--- src/rtl/pipe_hazard_ctrl.sv ---
// pipe_hazard_ctrl: load-use/redirect hazard control, memory wait FSM with timeout, stall/flush counters
// Inputs : clk, rst (async, active-high), ID source regs/uses, EX dest/load/write/redirect, mem_valid/mem_ack
// Outputs: pc_hold, if_id_hold/flush, id_ex_flush/hold, ex_mem_hold, mem_wb_bubble (Mealy, 0 in reset),
//          mem_err (sticky timeout), stall_cnt/flush_cnt (saturating)
module pipe_hazard_ctrl #(
    parameter int TIMEOUT = 16,
    parameter int CNT_W   = 16
) (
    input  logic             clk,
    input  logic             rst,
    input  logic [4:0]       id_rs1,
    input  logic [4:0]       id_rs2,
    input  logic             id_use_rs1,
    input  logic             id_use_rs2,
    input  logic [4:0]       ex_rd,
    input  logic             ex_is_load,
    input  logic             ex_writeReg,
    input  logic             ex_redirect,
    input  logic             mem_valid,
    input  logic             mem_ack,
    output logic             pc_hold,
    output logic             if_id_hold,
    output logic             if_id_flush,
    output logic             id_ex_flush,
    output logic             id_ex_hold,
    output logic             ex_mem_hold,
    output logic             mem_wb_bubble,
    output logic             mem_err,
    output logic [CNT_W-1:0] stall_cnt,
    output logic [CNT_W-1:0] flush_cnt
);
    typedef enum logic [1:0] {M_IDLE, M_WAIT, M_ERR} state_t;
    state_t state, state_n;
    logic [7:0] wait_cnt, wait_cnt_n;
    logic lu, freeze, act, redir;
    assign lu = ex_is_load & ex_writeReg & (ex_rd != 5'd0) &
                ((id_use_rs1 & (id_rs1 == ex_rd)) | (id_use_rs2 & (id_rs2 == ex_rd)));
    assign freeze = (state == M_IDLE & mem_valid & !mem_ack) | (state == M_WAIT & !mem_ack) | (state == M_ERR);
    assign act = !rst;
    // a redirect outranks load-use: the ID instruction is on the wrong path
    assign redir = act & !freeze & ex_redirect;
    assign pc_hold = act & (freeze | (!ex_redirect & lu));
    assign if_id_hold = pc_hold;
    assign if_id_flush = redir;
    assign id_ex_flush = act & !freeze & (ex_redirect | lu);
    assign id_ex_hold = act & freeze;
    assign ex_mem_hold = act & freeze;
    assign mem_wb_bubble = act & freeze;
    always_comb begin
        state_n = state;
        wait_cnt_n = wait_cnt;
        case (state)
            M_IDLE: begin
                state_n = (mem_valid & !mem_ack) ? M_WAIT : M_IDLE;
                wait_cnt_n = '0;
            end
            M_WAIT: begin
                state_n = mem_ack ? M_IDLE : (wait_cnt == 8'(TIMEOUT - 1)) ? M_ERR : M_WAIT;
                wait_cnt_n = wait_cnt + 8'd1;
            end
            default: state_n = M_ERR;
        endcase
    end
    always_ff @(posedge clk or posedge rst) begin
        if (rst) begin
            state <= M_IDLE;
            wait_cnt <= '0;
            mem_err <= 1'b0;
            stall_cnt <= '0;
            flush_cnt <= '0;
        end else begin
            state <= state_n;
            wait_cnt <= wait_cnt_n;
            mem_err <= mem_err | (state_n == M_ERR);
            stall_cnt <= stall_cnt + CNT_W'(pc_hold & (stall_cnt != '1));
            flush_cnt <= flush_cnt + CNT_W'(redir & (flush_cnt != '1));
        end
    end
endmodule

--- config.mk ---
export PLATFORM = sky130hd
export DESIGN_NAME = pipe_hazard_ctrl
export DESIGN_NICKNAME = d
export VERILOG_FILES = /design/src/rtl/pipe_hazard_ctrl.sv
export SDC_FILE = /design/constraint.sdc
export NUM_CORES = 1
export LEC_CHECK = 0
export ABC_CLOCK_PERIOD_IN_PS = 4500
export CORE_MARGIN = 3
export CORE_UTILIZATION = 50
export DETAILED_ROUTE_END_ITERATION = 6
export HOLD_SLACK_MARGIN = 0.1
export PLACE_DENSITY = 0.84
export SLEW_MARGIN = 30
export SYNTH_ARGS = -nofsm -noshare
export SYNTH_HDL_FRONTEND = slang
export SYNTH_SLANG_ARGS = --single-unit
--- constraint.sdc ---
create_clock -name clk -period 4.5 [get_ports clk]
set_input_delay 0.9 -clock clk [delete_from_list [all_inputs] [get_ports clk]]
set_output_delay 0.9 -clock clk [all_outputs]
set_load 0.01 [all_outputs]
==> out/results.ini, run 1 <==
[run_status]
status=complete, no violations

[pwr]
p_leak_nw=1.22
p_comb_share_pct=22.7
p_int_mw=0.688
clkPwrFrac_pct=25.3
total_power_mw=0.969
sw_frac_of_total_pct=29.0
irDropWorstVdd_uv=372
p_per_area_mw_per_mm2=335
p_switching_mw=0.281
pwr-share-seq_pct=52.0

[clock_tree]
cts.sinks=43
post_cts.repair.setup_buffers=0
cts.repair.resized=0
clk_pin_slew_ns=0.07
cts_inserted_buffers=5
htree_levels=2
insertion_delay_ns=0.29
cts_buffer_depth=2
cts_tree=yes
holdBufCountCts=0
root_buffer=clkbuf_8

[sta]
holdWs_ns=0.469
hold_viol_final=0
setup_slack_ns=0.520
skew_ns=0.00755
max_freq_mhz=251
period_share_pct=88.4
post-route-min-period_ns=3.98
worstMarginPinSlew_ns=0.535
slew_viol_final=0
fin_setup_tns_ns=0
rsz0062_at_grt=false
maxSlewHeadroom_pct=64.1
setup_viol=0

[final_layout]
antenna_cells=0
seq_area_mm2=0.00108
fillerInstances=308
area_growth_pct=34.9
nets=300
drive_gt1_share_pct=4.80
multi_input_area_um2=988

[placement]
io_buffers=63
dp_slack_ns=0.512
dpl.hpwl_um=3580
globalplace.congestion=0.830

[routing]
antenna_left=0
met3_length_um=308
wl_um=4690
via_count=1725
wire_per_inst_um=14.6
viasPerCell=5.37
dr.max_layer_used=met4
routedLengthMet1_um=2070
first_iter_violations=86
dr.pass1.iters=4
drc_errors=0
route.met2.wl_um=2260

[global_routing]
grt_antenna_before_repair=0
grt_pass1_wl_um=7850
grt_max_degree=44
grt_pass1_vias=1666
grt_overflow=0
grt_usage_pct=19.5

[die]
fp.dieH_um=71.5
initial_core_util_pct=52.8
core-area_mm2=0.00406
die_w_um=71.5
die_area_mm2=0.00511
pin_count=64
rows=23

[yosys]
synth_edf_count=0
async_flop_share_pct=100
synthTopCellsByCount=dfrtp_1 (43), xnor2_1 (25), nand3_1 (17)
ys_ff_latch=43
synth.area.top_cells=dfrtp_1 (50%), xnor2_1 (10%), xor2_1 (6.5%)
ys_types=36
synthCells=206
ys_seq_area_share_pct=50.2
yosysMostFrequentCell=dfrtp_1
ys.flop_type=dfrtp_1
synth_top_area_cell=dfrtp_1
synth_warnings=0
yosys.area.top_type_share_pct=50.2
syn_nets=235
synth_area_mm2=0.00214
syn_avg_cell_area_um2=10.4

[job]
cap_violations=0

[worst_setup_path]
worstSetupPathType=input pin to output port
cp_max_fo=3
r2r-end=flush_cnt[12]$_DFF_PP0_
cp_data_arrival_time_ns=3.08
rr_worst_depth=9
crit_required_ns=3.60
start_kind=input pin
endpoint_kind=output port
timing.reg2reg.setup_slack_ns=1.69
r2r-start=state[1]$_DFF_PP0_

[worst_hold_path]
min_from=mem_err$_DFF_PP0_
hold_depth=1
whs_endpoint=mem_err$_DFF_PP0_
hold_path_class=flop to flop

how the worst max path moves through the flow:
stage / end / start / cells after the start / slack, ns
global route: if_id_hold / ex_rd[3] / 6 / 0.39
global placement: if_id_hold / ex_rd[3] / 6 / 0.54
finish: if_id_hold / ex_rd[3] / 6 / 0.52
CTS: if_id_hold / ex_rd[3] / 6 / 0.52
detailed placement: if_id_hold / ex_rd[3] / 6 / 0.51
floorplan: stall_cnt[12]$_DFF_PP0_ / rst / 9 / 1.10
cell type report:
class / instances / area share (%)
sequential: 43 / 37.2
multi-input combinational: 147 / 34.2
timing repair buffer: 64 / 22.1
clock buffer: 6 / 2.86
tap: 50 / 2.16
inverter: 10 / 1.30
clock inverter: 1 / 0.173
flip-flops by register name, indices dropped and copies added, names as in the netlist:
register and cells:
flush_cnt 16, mem_err 1, stall_cnt 16, state 2, wait_cnt 8
cells in the final DEF, fill, tap and decap left out, types with 2 or more instances in the layout:
| cell | instances |
|---|---|
| a21oi_1 | 2 |
| and3_1 | 3 |
| and4_1 | 3 |
| clkbuf_8 | 6 |
| clkdlybuf4s50_1 | 63 |
| dfrtp_1 | 43 |
| ha_1 | 5 |
| inv_1 | 10 |
| nand2_1 | 11 |
| nand2b_1 | 4 |
| nand3_1 | 17 |
| nand4_1 | 7 |
| nor2_1 | 16 |
| nor3_1 | 7 |
| nor4_1 | 6 |
| o21ai_0 | 6 |
| o31ai_1 | 2 |
| or3_1 | 2 |
| xnor2_1 | 25 |
| xor2_1 | 16 |
per-layer routing:
layer | GRT usage (%) | vias up
li1 | - | 838
met5 | 0 | -
met3 | 5.05 | 6
met2 | 31.8 | 45
met1 | 26.2 | 836
met4 | 4.38 | 0
cells by family (layout without fill, tap and decap cells):
kind of cell	Yosys count	in the layout	share of synthesized area, %
simple gates	82	82	20.1
flops	43	43	50.2
mux	1	1	0.467
xor+xnor	41	41	16.8
buf+inv	16	81	3.68
fa+ha+maj	5	5	2.92
compound gates	18	18	5.84
per-stage QoR:
stage | cells | util [%] | cell area (um^2)
floorplan | 206 | - | 2140
global placement | 314 | 69.1 | 2800
detailed placement | 314 | 69.1 | 2800
CTS | 321 | 71.2 | 2890
global route | 321 | 71.2 | 2890
finish | 321 | 71.2 | 2890
worst max-delay path, cell delays in order:
cell and delay [ns]:
clkdlybuf4s50_1 0.47, xor2_1 0.19, nor4_1 0.27, a32oi_1 0.21, o32ai_1 0.43, clkdlybuf4s50_1 0.62
power by group through the flow:
| stage | Combinational [mW] | Sequential (mW) | Clock [mW] |
|---|---|---|---|
| floorplan | 0.0777 | 0.510 | 0 |
| global placement | 0.218 | 0.509 | 0 |
| detailed placement | 0.224 | 0.510 | 0 |
| CTS | 0.225 | 0.504 | 0.251 |
| global route | 0.240 | 0.513 | 0.268 |
| finish | 0.220 | 0.503 | 0.245 |
Power figures use the tool's default switching activity.
==> run 2: changes to the inputs <==
ABC_CLOCK_PERIOD_IN_PS = 4150   (was 4500)
CORE_MARGIN = not set   (was 3)
CORE_UTILIZATION = 47   (was 50)
PLACE_DENSITY = 0.8   (was 0.84)
clock period = 4.15 ns   (was 4.5 ns; I/O delays follow)
==> run 2 against run 1 <==
Sequential share of layout area hardly changed. Register-to-register slack got worse by 0.42 ns. Routed wire length is 5.4% lower. Sequential power increased by 8.3%. Die area decreased by 5.4%. Setup slack got worse by 0.23 ns. Final area shrank 0.13%. Largest cell class unchanged.
==> out/results.ini, run 2 (synthesis gave the netlist of run 1 again) <==
[worst_setup_path]
crit_required_ns=3.32
cp_data_arrival_time_ns=3.03
path_buf_inv=2
cp_max_fo=3
crit_chain=clkdlybuf4s50_1, xor2_1, nor4_1, a32oi_1, o32ai_1, clkdlybuf4s50_1
endpoint_kind=output port
cp_common_cell=clkdlybuf4s50_1
worstSetupPathType=input pin to output port
critPathTopFamily=buffers and inverters
critical_path.slowest_cell=clkdlybuf4s50_1
start_kind=input pin
slowest_delay_ns=0.62

[pwr]
p_per_area_mw_per_mm2=359
clkPwrFrac_pct=24.4
p_comb_share_pct=23.0
p_leak_nw=1.22
sw_frac_of_total_pct=29.2
p_int_mw=0.734
irDropWorstVdd_uv=314
p_switching_mw=0.302
pwr-share-seq_pct=52.6

[final_layout]
seq_area_mm2=0.00108
multi_input_area_um2=988
final_cell_mix=clkdlybuf4s50_1 (63), dfrtp_1 (43), xnor2_1 (25)
final_cell_count_no_fill=324
fin_area_mm2=0.00289
area_growth_pct=34.7
final_common_cell=clkdlybuf4s50_1
reg_top3=flush_cnt: 16 flops, stall_cnt: 16 flops, wait_cnt: 8 flops
nets=300
fillerInstances=354
antenna_cells=0
final_core_util_pct=66.3
drive_gt1_share_pct=4.41

[global_routing]
grt_antenna_before_repair=0
grt_overflow=0
grt_pass1_wl_um=7560
grt_pass1_vias=1590
grt_usage_pct=19.8
grt_max_degree=44

[clock_tree]
cts_inserted_buffers=5
holdBufCountCts=0
cts_buffer_depth=2
insertion_delay_ns=0.29
cts_tree=yes
cts.sinks=43
cts.repair.resized=0
post_cts.repair.setup_buffers=0
clk_pin_slew_ns=0.08
root_buffer=clkbuf_8
htree_levels=2

[job]
cap_violations=0

[sta]
period_share_pct=92.9
slew_viol_final=0
skew_ns=0.00598
hold_viol_final=0
setup_viol=0
worstMarginPinSlew_ns=0.538
post-route-min-period_ns=3.86
max_freq_mhz=259
fin_setup_tns_ns=0
maxSlewHeadroom_pct=64.1
rsz0062_at_grt=false

[routing]
antenna_left=0
drc_errors=0
via_count=1688
wire_per_inst_um=13.7
wl_um=4430
dr.pass1.iters=4
viasPerCell=5.21
first_iter_violations=112

[die]
rows=24
die_w_um=69.5
initial_core_util_pct=49.2
core-area_mm2=0.00435
pin_count=64
fp.dieH_um=69.5
die_area_mm2=0.00483

[placement]
globalplace.congestion=0.771
placed_area_mm2=0.00281
io_buffers=63
dpl.hpwl_um=3300
place_inst=316

[run_status]
status=complete, no violations

[worst_hold_path]
hold_path_class=flop to flop

==> run 2: cell types whose count changed in the layout (fill, tap and decap cells not counted) <==
cell      delta
clkbuf_8     -1
clkbuf_1     +2
==> run 2: final cells by class <==
cell class | count | share of cell area [%]
clock inverter | 1 | 0.173
multi-input combinational | 147 | 34.2
tap | 52 | 2.25
sequential | 43 | 37.3
inverter | 10 | 1.30
timing repair buffer | 64 | 22.1
clock buffer | 7 | 2.64
==> run 2: path summary, 6_finish.rpt <==
path / slack [ns] / startpoint / to / cells past startpoint
worst min-delay path: 0.47 / mem_err$_DFF_PP0_ / mem_err$_DFF_PP0_ / 1
min in group asynchronous: 1.14 / rst / wait_cnt[0]$_DFFE_PP0P_ / 3
worst min register to register: 0.47 / mem_err$_DFF_PP0_ / mem_err$_DFF_PP0_ / 1
worst max-delay path: 0.29 / ex_rd[3] / if_id_hold / 6
worst max register to register: 1.27 / state[1]$_DFF_PP0_ / flush_cnt[12]$_DFF_PP0_ / 9
max in group asynchronous: 2.63 / rst / flush_cnt[1]$_DFF_PP0_ / 3
==> run 2: stage by stage <==
| stage | total power, mW | hold slack [ns] | setup WS (ns) |
|---|---|---|---|
| floorplan | 0.638 | 0.479 | 0.825 |
| global placement | 0.787 | 0.451 | 0.329 |
| detailed placement | 0.792 | 0.462 | 0.272 |
| CTS | 1.05 | 0.480 | 0.269 |
| global route | 1.09 | 0.519 | 0.195 |
| finish | 1.04 | 0.471 | 0.295 |
==> run 2: routing by layer <==
layer  track usage [%]  vias to the layer above  wire length (um)
met5                 0                        -                 0
met4              7.48                        0                70
met3              3.92                        7               233
met2              31.7                       46              2100
met1              26.5                      797              2030
li1                  -                      838                 -
==> run 2: power groups by stage <==
stage | Sequential (mW) | Combinational (mW) | Clock, mW
after floorplan | 0.553 | 0.0842 | 0
after global placement | 0.551 | 0.236 | 0
after detailed placement | 0.551 | 0.241 | 0
after CTS | 0.544 | 0.242 | 0.259
after global routing | 0.556 | 0.257 | 0.280
final | 0.545 | 0.238 | 0.253
